==> src/rtl/fall_rate_ticker.sv <==
`default_nettype none
//------------------------------------------------------------------------------
// fall_rate_ticker: per-column "advance one row" pulses for the falling letters.
// The step period shrinks with the score level; columns start staggered.
// Rev 1.0
//------------------------------------------------------------------------------
module fall_rate_ticker #(
  parameter int BASE_PERIOD     = 25000000,
  parameter int MIN_PERIOD      = 5000000,
  parameter int PERIOD_DEC      = 1000000,
  parameter int SCORE_PER_LEVEL = 4,
  parameter int STAGGER_TICKS   = 8,
  parameter int PW              = 25
) (
  input  logic          clock,
  input  logic          reset_signal,
  input  logic          run,
  input  logic          pause,
  input  logic [7:0]    score,
  output logic [2:0]    step,
  output logic [3:0]    level,
  output logic [PW-1:0] period
);

  localparam int            c_TICK_SAT = 2 * STAGGER_TICKS;
  localparam int            c_TCW      = $clog2(c_TICK_SAT + 1);
  localparam logic [PW+3:0] c_BASE     = (PW+4)'(BASE_PERIOD);
  localparam logic [PW+3:0] c_MIN      = (PW+4)'(MIN_PERIOD);
  localparam logic [PW+3:0] c_DEC      = (PW+4)'(PERIOD_DEC);

  typedef enum logic [1:0] {
    S_IDLE   = 2'd0,
    S_RUN    = 2'd1,
    S_PAUSED = 2'd2
  } state_t;

  state_t           r_state;
  logic [PW-1:0]    r_cnt;
  logic [PW-1:0]    r_period;
  logic [c_TCW-1:0] r_tick_count;
  logic [2:0]       r_step;
  logic [3:0]       r_level;

  logic [7:0]       w_score_lvl;
  logic [3:0]       w_level_target;
  logic [PW+3:0]    w_dec;
  logic [PW-1:0]    w_period_target;
  logic             w_tick_due;

  assign w_score_lvl    = score / 8'(SCORE_PER_LEVEL);
  assign w_level_target = (w_score_lvl > 8'd15) ? 4'd15 : w_score_lvl[3:0];

  // Wide arithmetic so a large level clamps to the floor instead of wrapping.
  assign w_dec           = (PW+4)'(r_level) * c_DEC;
  assign w_period_target = (w_dec >= (c_BASE - c_MIN)) ? PW'(MIN_PERIOD)
                                                       : PW'(c_BASE - w_dec);
  assign w_tick_due      = (r_cnt == (r_period - PW'(1)));

  always_ff @(posedge clock or posedge reset_signal) begin
    if (reset_signal) begin
      r_state      <= S_IDLE;
      r_cnt        <= '0;
      r_tick_count <= '0;
      r_step       <= 3'b000;
      r_level      <= 4'd0;
      r_period     <= PW'(BASE_PERIOD);
    end else begin
      r_level <= w_level_target;
      r_step  <= 3'b000;
      case (r_state)
        S_IDLE: begin
          if (run) begin
            r_state      <= S_RUN;
            r_cnt        <= '0;
            r_tick_count <= '0;
            r_period     <= w_period_target;
          end
        end
        S_RUN, S_PAUSED: begin
          if (!run) begin
            r_state      <= S_IDLE;
            r_cnt        <= '0;
            r_tick_count <= '0;
          end else if (pause) begin
            r_state <= S_PAUSED;
          end else begin
            r_state <= S_RUN;
            if (w_tick_due) begin
              r_cnt    <= '0;
              r_period <= w_period_target;
              // Column i joins once i*STAGGER_TICKS ticks have already elapsed.
              for (int i = 0; i < 3; i++) begin
                r_step[i] <= (int'(r_tick_count) >= i * STAGGER_TICKS);
              end
              if (int'(r_tick_count) < c_TICK_SAT) begin
                r_tick_count <= r_tick_count + c_TCW'(1);
              end
            end else begin
              r_cnt <= r_cnt + PW'(1);
            end
          end
        end
        default: r_state <= S_IDLE;
      endcase
    end
  end

  assign step   = r_step;
  assign level  = r_level;
  assign period = r_period;

endmodule
`default_nettype wire
==> config.mk <==
export PLATFORM = sky130hd
export DESIGN_NAME = fall_rate_ticker
export DESIGN_NICKNAME = d
export VERILOG_FILES = /design/src/rtl/fall_rate_ticker.sv
export SDC_FILE = /design/constraint.sdc
export NUM_CORES = 1
export LEC_CHECK = 0
export CAP_MARGIN = 10
export CELL_PAD_IN_SITES_DETAIL_PLACEMENT = 1
export CELL_PAD_IN_SITES_GLOBAL_PLACEMENT = 2
export CORE_ASPECT_RATIO = 1.1
export CORE_MARGIN = 5
export CORE_UTILIZATION = 30
export CTS_CLUSTER_DIAMETER = 120
export CTS_CLUSTER_SIZE = 20
export DETAILED_ROUTE_END_ITERATION = 8
export GPL_ROUTABILITY_DRIVEN = 0
export PLACE_DENSITY = 0.77
export SLEW_MARGIN = 10
export SYNTH_ARGS = -nofsm -noshare
export SYNTH_HDL_FRONTEND = slang
export SYNTH_SLANG_ARGS = --single-unit
==> constraint.sdc <==
create_clock -name clock -period 5.7 [get_ports clock]
set_clock_uncertainty 0.2 [all_clocks]
set_input_delay 0.57 -clock clock [delete_from_list [all_inputs] [get_ports clock]]
set_output_delay 0.57 -clock clock [all_outputs]
set_load 0.05 [all_outputs]
==> results.txt, run 1 <==
----------------------------------------------------
[Run status]
  Result of the run ... finished, final reports clean

[Pwr]
  Net Sw Power ... between 1 and 1.5 mW
  Portion of total power attributed to combinational logic ... 0.469
  Pwr/cell area ... about 450 mW/mm^2
  Peak VDD IR ... 0.193 mV
  Internal power contribution ... approximately 1.3 mW
  Sequential Power Share ... 0.279
  Switching part of the total ... 0.434
  Clock group share of total power ... 0.252
  Pleak ... ~2.0 nW

[Setup path]
  Worst reg2reg path endpoint ... period[23]
  Critical path endpoint category ... flip-flop
  Crit path buffers/inverters ... 3
  Arrival time worst endpoint ... between 4 and 5 ns
  Cell repeated most along the worst path ... sky130_fd_sc_hd__inv_1
  Number of cell instances on the worst register-to-register path ... 14
  Critical path start-end classification ... reg -> reg
  Series of cell instances along the critical path ... inv_1 > ha_1 > inv_1 > fa_1 > inv_1 > ha_1 > a21o_1 > a21oi_1 > nor4b_1 > a311oi_1 > nor2_1 > nand2_1 > xnor2_1 > mux2_2
  Crit Path Max Fanout ... 13
  Worst path top cell family by delay ... adder cells
  Worst r2r src ... level[1]
  Required time at the endpoint of the critical path ... between 5 and 6 ns
  Sort of element at the start of the critical path ... flip-flop
  Reg2reg setup slack ... approximately 1.6 ns
  Longest individual stage delay on the worst path ... between 0.6 and 0.7 ns
  Cell with the biggest individual delay on the critical path ... sky130_fd_sc_hd__dfrtp_1

[STA]
  RSZ-0062 raised after global routing ... false
  Highest achievable clock rate ... between 200 and 250 MHz
  Final-report max-slew violation count ... 0
  Post-route clock period utilization ... 0.715
  Final hold violations ... 0
  Crit path time final ... 4.07 ns
  Transition time at the pin with the least slew margin ... between 0.8 and 0.9 ns
  Worst slew margin ... 0.445
  Final Setup Violations ... 0
  Setup total negative slack ... 0 ns

[Global routing]
  Antenna violations before repair ... 0
  Via count of the first global-routing pass ... roughly 4000
  Overflow after GRT ... 0
  Maximum number of pins on one net before global-route repair ... approximately 60
  First-pass GRT wire length ... about 20000 um
  Tot GR Track Use ... 0.143

[Clock network]
  Clock sink total ... 58
  TritonCTS clock tree ... done
  Total setup buffers inserted after CTS ... 0
  Root Buffer ... sky130_fd_sc_hd__clkbuf_16
  H-tree depth ... 3
  Maximum clock insertion buffer count ... 2
  Insertion delay to the later sink of the worst-skew pair ... 0.34 ns
  Clk pin slew, worst setup/hold paths ... 0.05 ns
  Total of hold buffers inserted after clock tree synthesis ... 0
  Number of CTS-inserted buffers ... 9
  Number of resized instances in the post-cts repair step ... 0

[Worst hold path]
  Cell depth of the worst min-delay path ... 1
  Worst Min Path Start ... r_cnt[4]
  Class of the worst hold path ... reg -> reg
  Terminating pin of the worst hold path ... r_cnt[4]

[Synth]
  Sequential element share of the synthesized area ... 0.332
  Synthesis warning total ... 0
  Flip-flop cell with the highest count after synthesis ... sky130_fd_sc_hd__dfrtp_1
  Distinct cells, synth ... approximately 70
  Cell count after synthesis ... 479
  Combined area of all synthesized cells ... roughly 0.0044 mm^2
  Number of enable-type register cells in the synthesized netlist ... 0
  #FFs+latches synth ... 58
  Synth async-reset ratio ... 1.00
  Per-instance average area after synthesis ... between 9 and 10 um^2

[Placed design]
  Port Buffer Count ... 35
  DP Cell Count ... between 600 and 700
  Placed wire-length estimate after detailed placement ... 8850 um
  Area post-placement ... slightly below 0.005 mm^2

[Floorplanning]
  Effective utilization at floorplan ... 0.306
  Io pins ... 44
  Placeable core region ... around 0.014 mm^2
  Horizontal die dimension ... between 100 and 150 um
  Cell Rows ... 46
  Die Ht ... between 100 and 150 um
  Die outline area ... about 0.017 mm^2

[Finish]
  Most frequent cells in the layout ... sky130_fd_sc_hd__dfrtp_1 (46), sky130_fd_sc_hd__nand2_1 (40), sky130_fd_sc_hd__clkdlybuf4s50_1 (35)
  ANT cells ... 0
  Fraction of layout cells with a size suffix above 1 ... 0.126
  Number of nets at the end of the flow ... between 500 and 600
  Most common cell after layout, fill and taps aside ... sky130_fd_sc_hd__dfrtp_1
  Layout-stage area growth over the synthesis result ... 18.4%
  Post-route insts no fill ... ~700
  Layout Cell Area excl Fill ... ~0.0052 mm^2

[Drt]
  Vias after detailed routing ... 3587
  Iter 0 DRT Violations ... 99
  Total length of routed wires ... between 10000 and 15000 um
  DRT antenna net count ... 0
  Routed len/inst ... ~16 um
  DRC violation count after routing ... 0
  Post-DR vias/cell ... around 5
  Number of detailed-route iterations in the first pass ... 4

[Run]
  Max-cap violations ... 0

----------------------------------------------------
==> power groups by stage <==
stage | clock network [mW] | logic [mW] | registers (mW)
floorplan | 0 | 0.628 | 0.840
global placement | 0 | 1.10 | 0.663
detailed placement | 0 | 1.12 | 0.668
CTS | 0.610 | 1.13 | 0.660
global route | 0.631 | 1.20 | 0.680
finish | 0.595 | 1.11 | 0.658
==> how the worst max path moves through the flow <==
stage | depth (start not counted) | end | slack, ns | from
floorplan | 14 | period[23] | 1.95 | level[2]
global placement | 14 | period[23] | 1.64 | level[1]
detailed placement | 14 | period[23] | 1.60 | level[1]
CTS | 14 | period[23] | 1.56 | level[1]
global route | 14 | period[23] | 1.27 | level[1]
finish | 14 | period[23] | 1.63 | level[1]
==> cells by family (layout without fill, tap and decap cells) <==
| group | after synthesis | after routing | synth area share |
|---|---|---|---|
| muxes | 25 | 25 | 0.0673 |
| adders and majority gates | 28 | 28 | 0.0877 |
| and+or+nand+nor | 174 | 174 | 0.218 |
| buffers and inverters | 58 | 88 | 0.0617 |
| DFF | 58 | 58 | 0.332 |
| other | 1 | 6 | 0.000848 |
| AOI/OAI and AO/OA | 85 | 85 | 0.134 |
| xor gates and xnor gates | 50 | 50 | 0.0990 |
==> registers in the layout, indices dropped and copies added (netlist names) <==
register and count:
level 4, r_state 2, r_tick_count 5, period 19, r_cnt 25, step 3
==> through the flow <==
step           worst slack (ns)   util  hold WS, ns  power (mW)
6_report                   1.63  0.363        0.297        2.36
2_1_floorplan              1.95      -        0.238        1.47
3_5_place_dp               1.60  0.340        0.294        1.79
4_1_cts                    1.56  0.363        0.301        2.40
3_3_place_gp               1.64  0.340        0.279        1.76
5_1_grt                    1.27  0.363        0.333        2.51
==> synth_stat cells, types with 3 or more instances <==
cell type                  count  area, um^2
sky130_fd_sc_hd__o311ai_0      4        35.0
sky130_fd_sc_hd__nand3b_1      5        37.5
sky130_fd_sc_hd__fa_1          5         100
sky130_fd_sc_hd__and3_1        6        37.5
sky130_fd_sc_hd__inv_1        34         128
sky130_fd_sc_hd__dfstp_2      12         315
sky130_fd_sc_hd__buf_4         7        52.6
sky130_fd_sc_hd__xor2_1       18         158
sky130_fd_sc_hd__clkbuf_1      8        30.0
sky130_fd_sc_hd__mux2_4        7         105
sky130_fd_sc_hd__o211ai_1      4        30.0
sky130_fd_sc_hd__nor3_1       13        65.1
sky130_fd_sc_hd__nor4b_1       4        35.0
sky130_fd_sc_hd__nand2_1      40         150
sky130_fd_sc_hd__dfrtp_1      46        1150
sky130_fd_sc_hd__ha_1         23         288
sky130_fd_sc_hd__nor4_1        7        43.8
sky130_fd_sc_hd__buf_1         3        11.3
sky130_fd_sc_hd__mux2i_1       8        80.1
sky130_fd_sc_hd__a21oi_1      16        80.1
sky130_fd_sc_hd__nor2b_1       6        37.5
sky130_fd_sc_hd__buf_2         3        15.0
sky130_fd_sc_hd__a21o_1        4        30.0
sky130_fd_sc_hd__xnor2_1      32         280
sky130_fd_sc_hd__o21ai_0      24         120
sky130_fd_sc_hd__nand2b_1      6        37.5
sky130_fd_sc_hd__mux2_2       10         113
sky130_fd_sc_hd__nand3_1      28         140
sky130_fd_sc_hd__or3_1         8        50.1
sky130_fd_sc_hd__o31ai_1       7        52.6
sky130_fd_sc_hd__nand4_1      10        62.6
sky130_fd_sc_hd__nor2_1       20        75.1
sky130_fd_sc_hd__or4_1         6        45.0
==> metal layers <==
layer	vias to the layer above	share of wire	track usage
li1	1756	-	-
met1	1768	0.43	0.160
met2	46	0.52	0.266
met3	17	0.037	0.0357
met4	0	0.020	0.0501
met5	-	0	0
==> final cells by class <==
| cell class | instances | area [um^2] |
|---|---|---|
| timing repair buffer | 38 | 373 |
| clock buffer | 10 | 239 |
| fill | 1659 | 9210 |
| multi-input combinational | 368 | 2700 |
| inverter | 34 | 128 |
| tap | 192 | 240 |
| clock inverter | 6 | 90.1 |
| sequential | 58 | 1470 |
(Power assumes the default switching activity.)
==> run 2: changes to the inputs <==
--- a/config.mk
+++ b/config.mk
@@ -15,7 +15,7 @@
 export CTS_CLUSTER_SIZE = 20
 export DETAILED_ROUTE_END_ITERATION = 8
 export GPL_ROUTABILITY_DRIVEN = 0
-export PLACE_DENSITY = 0.77
+export PLACE_DENSITY = 0.79
 export SLEW_MARGIN = 10
 export SYNTH_ARGS = -nofsm -noshare
 export SYNTH_HDL_FRONTEND = slang
==> constraint.sdc (replaced) <==
create_clock -name clock -period 3.5 [get_ports clock]
set_clock_uncertainty 0.2 [all_clocks]
set_input_delay 0.35 -clock clock [delete_from_list [all_inputs] [get_ports clock]]
set_output_delay 0.35 -clock clock [all_outputs]
set_load 0.05 [all_outputs]
==> run 2 against run 1 <==
Effect of this change: via count rose by 6.1%; core utilization rose by 2.6 points; first-iteration DRC count rose by 59%; cell count rose by 5.1%.
==> results.txt, run 2 (synthesis gave the netlist of run 1 again) <==
----------------------------------------------------
[Drt]
  DRT antenna net count ... 0
  Vias after detailed routing ... 3805
  DRC violation count after routing ... 0
  Iter 0 DRT Violations ... around 160
  Post-DR vias/cell ... around 5.1
  Total length of routed wires ... 12100 um
  Number of detailed-route iterations in the first pass ... 4
  Routed len/inst ... around 16 um

[STA]
  Worst slew margin ... 0.603
  Final-report max-slew violation count ... 0
  Transition time at the pin with the least slew margin ... just under 0.6 ns
  Final hold violations ... 0
  RSZ-0062 raised after global routing ... true
  Crit path time final ... about 3.4 ns
  Highest achievable clock rate ... just under 300 MHz
  Setup total negative slack ... 0 ns
  Final Worst Setup Slack ... about 0.10 ns
  Final Setup Violations ... 0
  Post-route clock period utilization ... 0.970
  Worst hold margin ... between 0.08 and 0.09 ns

[Floorplanning]
  Die outline area ... approximately 0.017 mm^2
  Horizontal die dimension ... roughly 130 um
  Die Ht ... between 100 and 150 um
  Cell Rows ... 46
  Placeable core region ... 0.0144 mm^2
  Io pins ... 44
  Effective utilization at floorplan ... 0.306

[Finish]
  Fraction of layout cells with a size suffix above 1 ... 0.231
  Layout-stage area growth over the synthesis result ... 27.1%
  Most flop-heavy register ... r_cnt
  Flip-flop count of the largest register, all copies and words added ... 25
  Post-route insts no fill ... about 740
  Most common cell after layout, fill and taps aside ... sky130_fd_sc_hd__dfrtp_1
  Number of nets at the end of the flow ... just under 600
  Final-layout fill cell count ... 1690
  Share of the core filled with cells ... 0.389
  Layout Cell Area excl Fill ... 0.00562 mm^2
  Combined area of the multi-input logic cells ... 0.00282 mm^2
  Most frequent cells in the layout ... sky130_fd_sc_hd__dfrtp_1 (43), sky130_fd_sc_hd__nand2_1 (40), sky130_fd_sc_hd__buf_4 (38)
  Sequential cell area ... between 0.001 and 0.0015 mm^2
  ANT cells ... 0

[Global routing]
  Via count of the first global-routing pass ... ~4100
  Overflow after GRT ... 0
  Tot GR Track Use ... 0.144
  Met2 track demand over resource in global routing ... 0.268
  Met3 Use GR ... 0.0283
  Met1 capacity usage during global routing ... 0.159
  Maximum number of pins on one net before global-route repair ... 45
  First-pass GRT wire length ... between 20000 and 25000 um
  Gr busiest metal ... met2
  Antenna violations before repair ... 0

[Clock network]
  Clk pin slew, worst setup/hold paths ... around 0.06 ns
  H-tree depth ... 3
  TritonCTS clock tree ... done
  Insertion delay to the later sink of the worst-skew pair ... roughly 0.34 ns
  Maximum clock insertion buffer count ... 2
  Root Buffer ... sky130_fd_sc_hd__clkbuf_16
  Number of CTS-inserted buffers ... 9
  Clock sink total ... just under 60
  Total of hold buffers inserted after clock tree synthesis ... 0

[Placed design]
  Port Buffer Count ... 35
  Placed wire-length estimate after detailed placement ... 9190 um
  Area post-placement ... 0.00512 mm^2
  DP Cell Count ... ~700
  Pre-CTS worst setup slack ... -0.0387 ns

[Setup path]
  Arrival time worst endpoint ... between 3 and 4 ns
  Cell with the biggest individual delay on the critical path ... sky130_fd_sc_hd__fa_1
  Worst reg2reg path endpoint ... period[23]
  Series of cell instances along the critical path ... fa_1 > inv_2 > fa_1 > inv_2 > ha_4 > nor2b_4 > o21a_1 > o21ai_2 > nand4b_1 > nor2_2 > nand2_1 > xnor2_1 > mux2_4
  Critical path start-end classification ... reg -> reg
  Worst setup startpoint ... level[3]
  Critical path endpoint category ... flip-flop
  Crit Path Max Fanout ... 3
  Worst r2r src ... level[3]
  Reg2reg setup slack ... 0.10 ns
  Sort of element at the start of the critical path ... flip-flop
  Number of cell instances on the worst register-to-register path ... 13
  Longest individual stage delay on the worst path ... 0.60 ns
  Required time at the endpoint of the critical path ... between 3 and 4 ns

[Pwr]
  Pwr/cell area ... 711 mW/mm^2
  Pleak ... roughly 2.2 nW
  Sum of internal, switching and leakage power ... around 4.0 mW
  Peak VDD IR ... 0.316 mV

[Run]
  Max-cap violations ... 0

[Run status]
  Result of the run ... finished, final reports clean

[Worst hold path]
  Class of the worst hold path ... in -> async

----------------------------------------------------
run 2: cell count changes in the layout (fill, tap and decap cells not counted), moves of 3 or more:
cell	delta
sky130_fd_sc_hd__dfrtp_2	+3
sky130_fd_sc_hd__dfrtp_1	-3
sky130_fd_sc_hd__a21oi_1	-4
sky130_fd_sc_hd__buf_4	+35
sky130_fd_sc_hd__a21oi_2	+3
sky130_fd_sc_hd__inv_2	+4
sky130_fd_sc_hd__inv_1	-4
sky130_fd_sc_hd__ha_1	-3
run 2: final cells by class:
class	instances	area share
clock inverters	6	0.0118
repair buffers	74	0.117
flip-flops and latches	58	0.262
inverters	34	0.0227
multi-input cells	368	0.502
well taps	192	0.0428
clock buffers	10	0.0425
run 2: power by group:
group          leakage, nW  total (mW)  internal (mW)  switching [mW]
combinational         1.35        2.06          0.831            1.23
clock                0.141       0.895          0.569           0.326
sequential           0.725        1.04          0.845           0.194
run 2: worst max-delay path by stage:
stage | to | slack (ns) | cells past startpoint
5_1_grt | r_tick_count[1] | -0.04 | 10
3_5_place_dp | period[23] | -0.04 | 13
2_1_floorplan | period[15] | 0.004 | 9
4_1_cts | period[23] | -0.0003 | 14
6_report | period[23] | 0.10 | 13
3_3_place_gp | period[23] | 0.05 | 13
run 2: what timing repair did:
item | 4_1_cts | 5_1_grt
buffers inserted | 3 | 8
pin swaps | 1 | 20
endpoints found under the setup margin | 2 | 37
gates resized for setup | 4 | 23
run 2: metal layers:
metal  part of all wire  wire length, um
met5                  0                0
met4              0.028              333
met3              0.028              343
met2               0.52             6270
met1               0.42             5130
run 2: critical path: cells and delay by family, from the launching register on:
kind	cells	cell delay (ns)
AO/OA/AOI/OAI	2	0.38
XOR/XNOR	1	0.13
adder cells (fa/ha/maj)	3	1.31
buffers and inverters	2	0.10
flip-flops	1	0.41
multiplexers	1	0.26
AND/OR/NAND/NOR	4	0.51
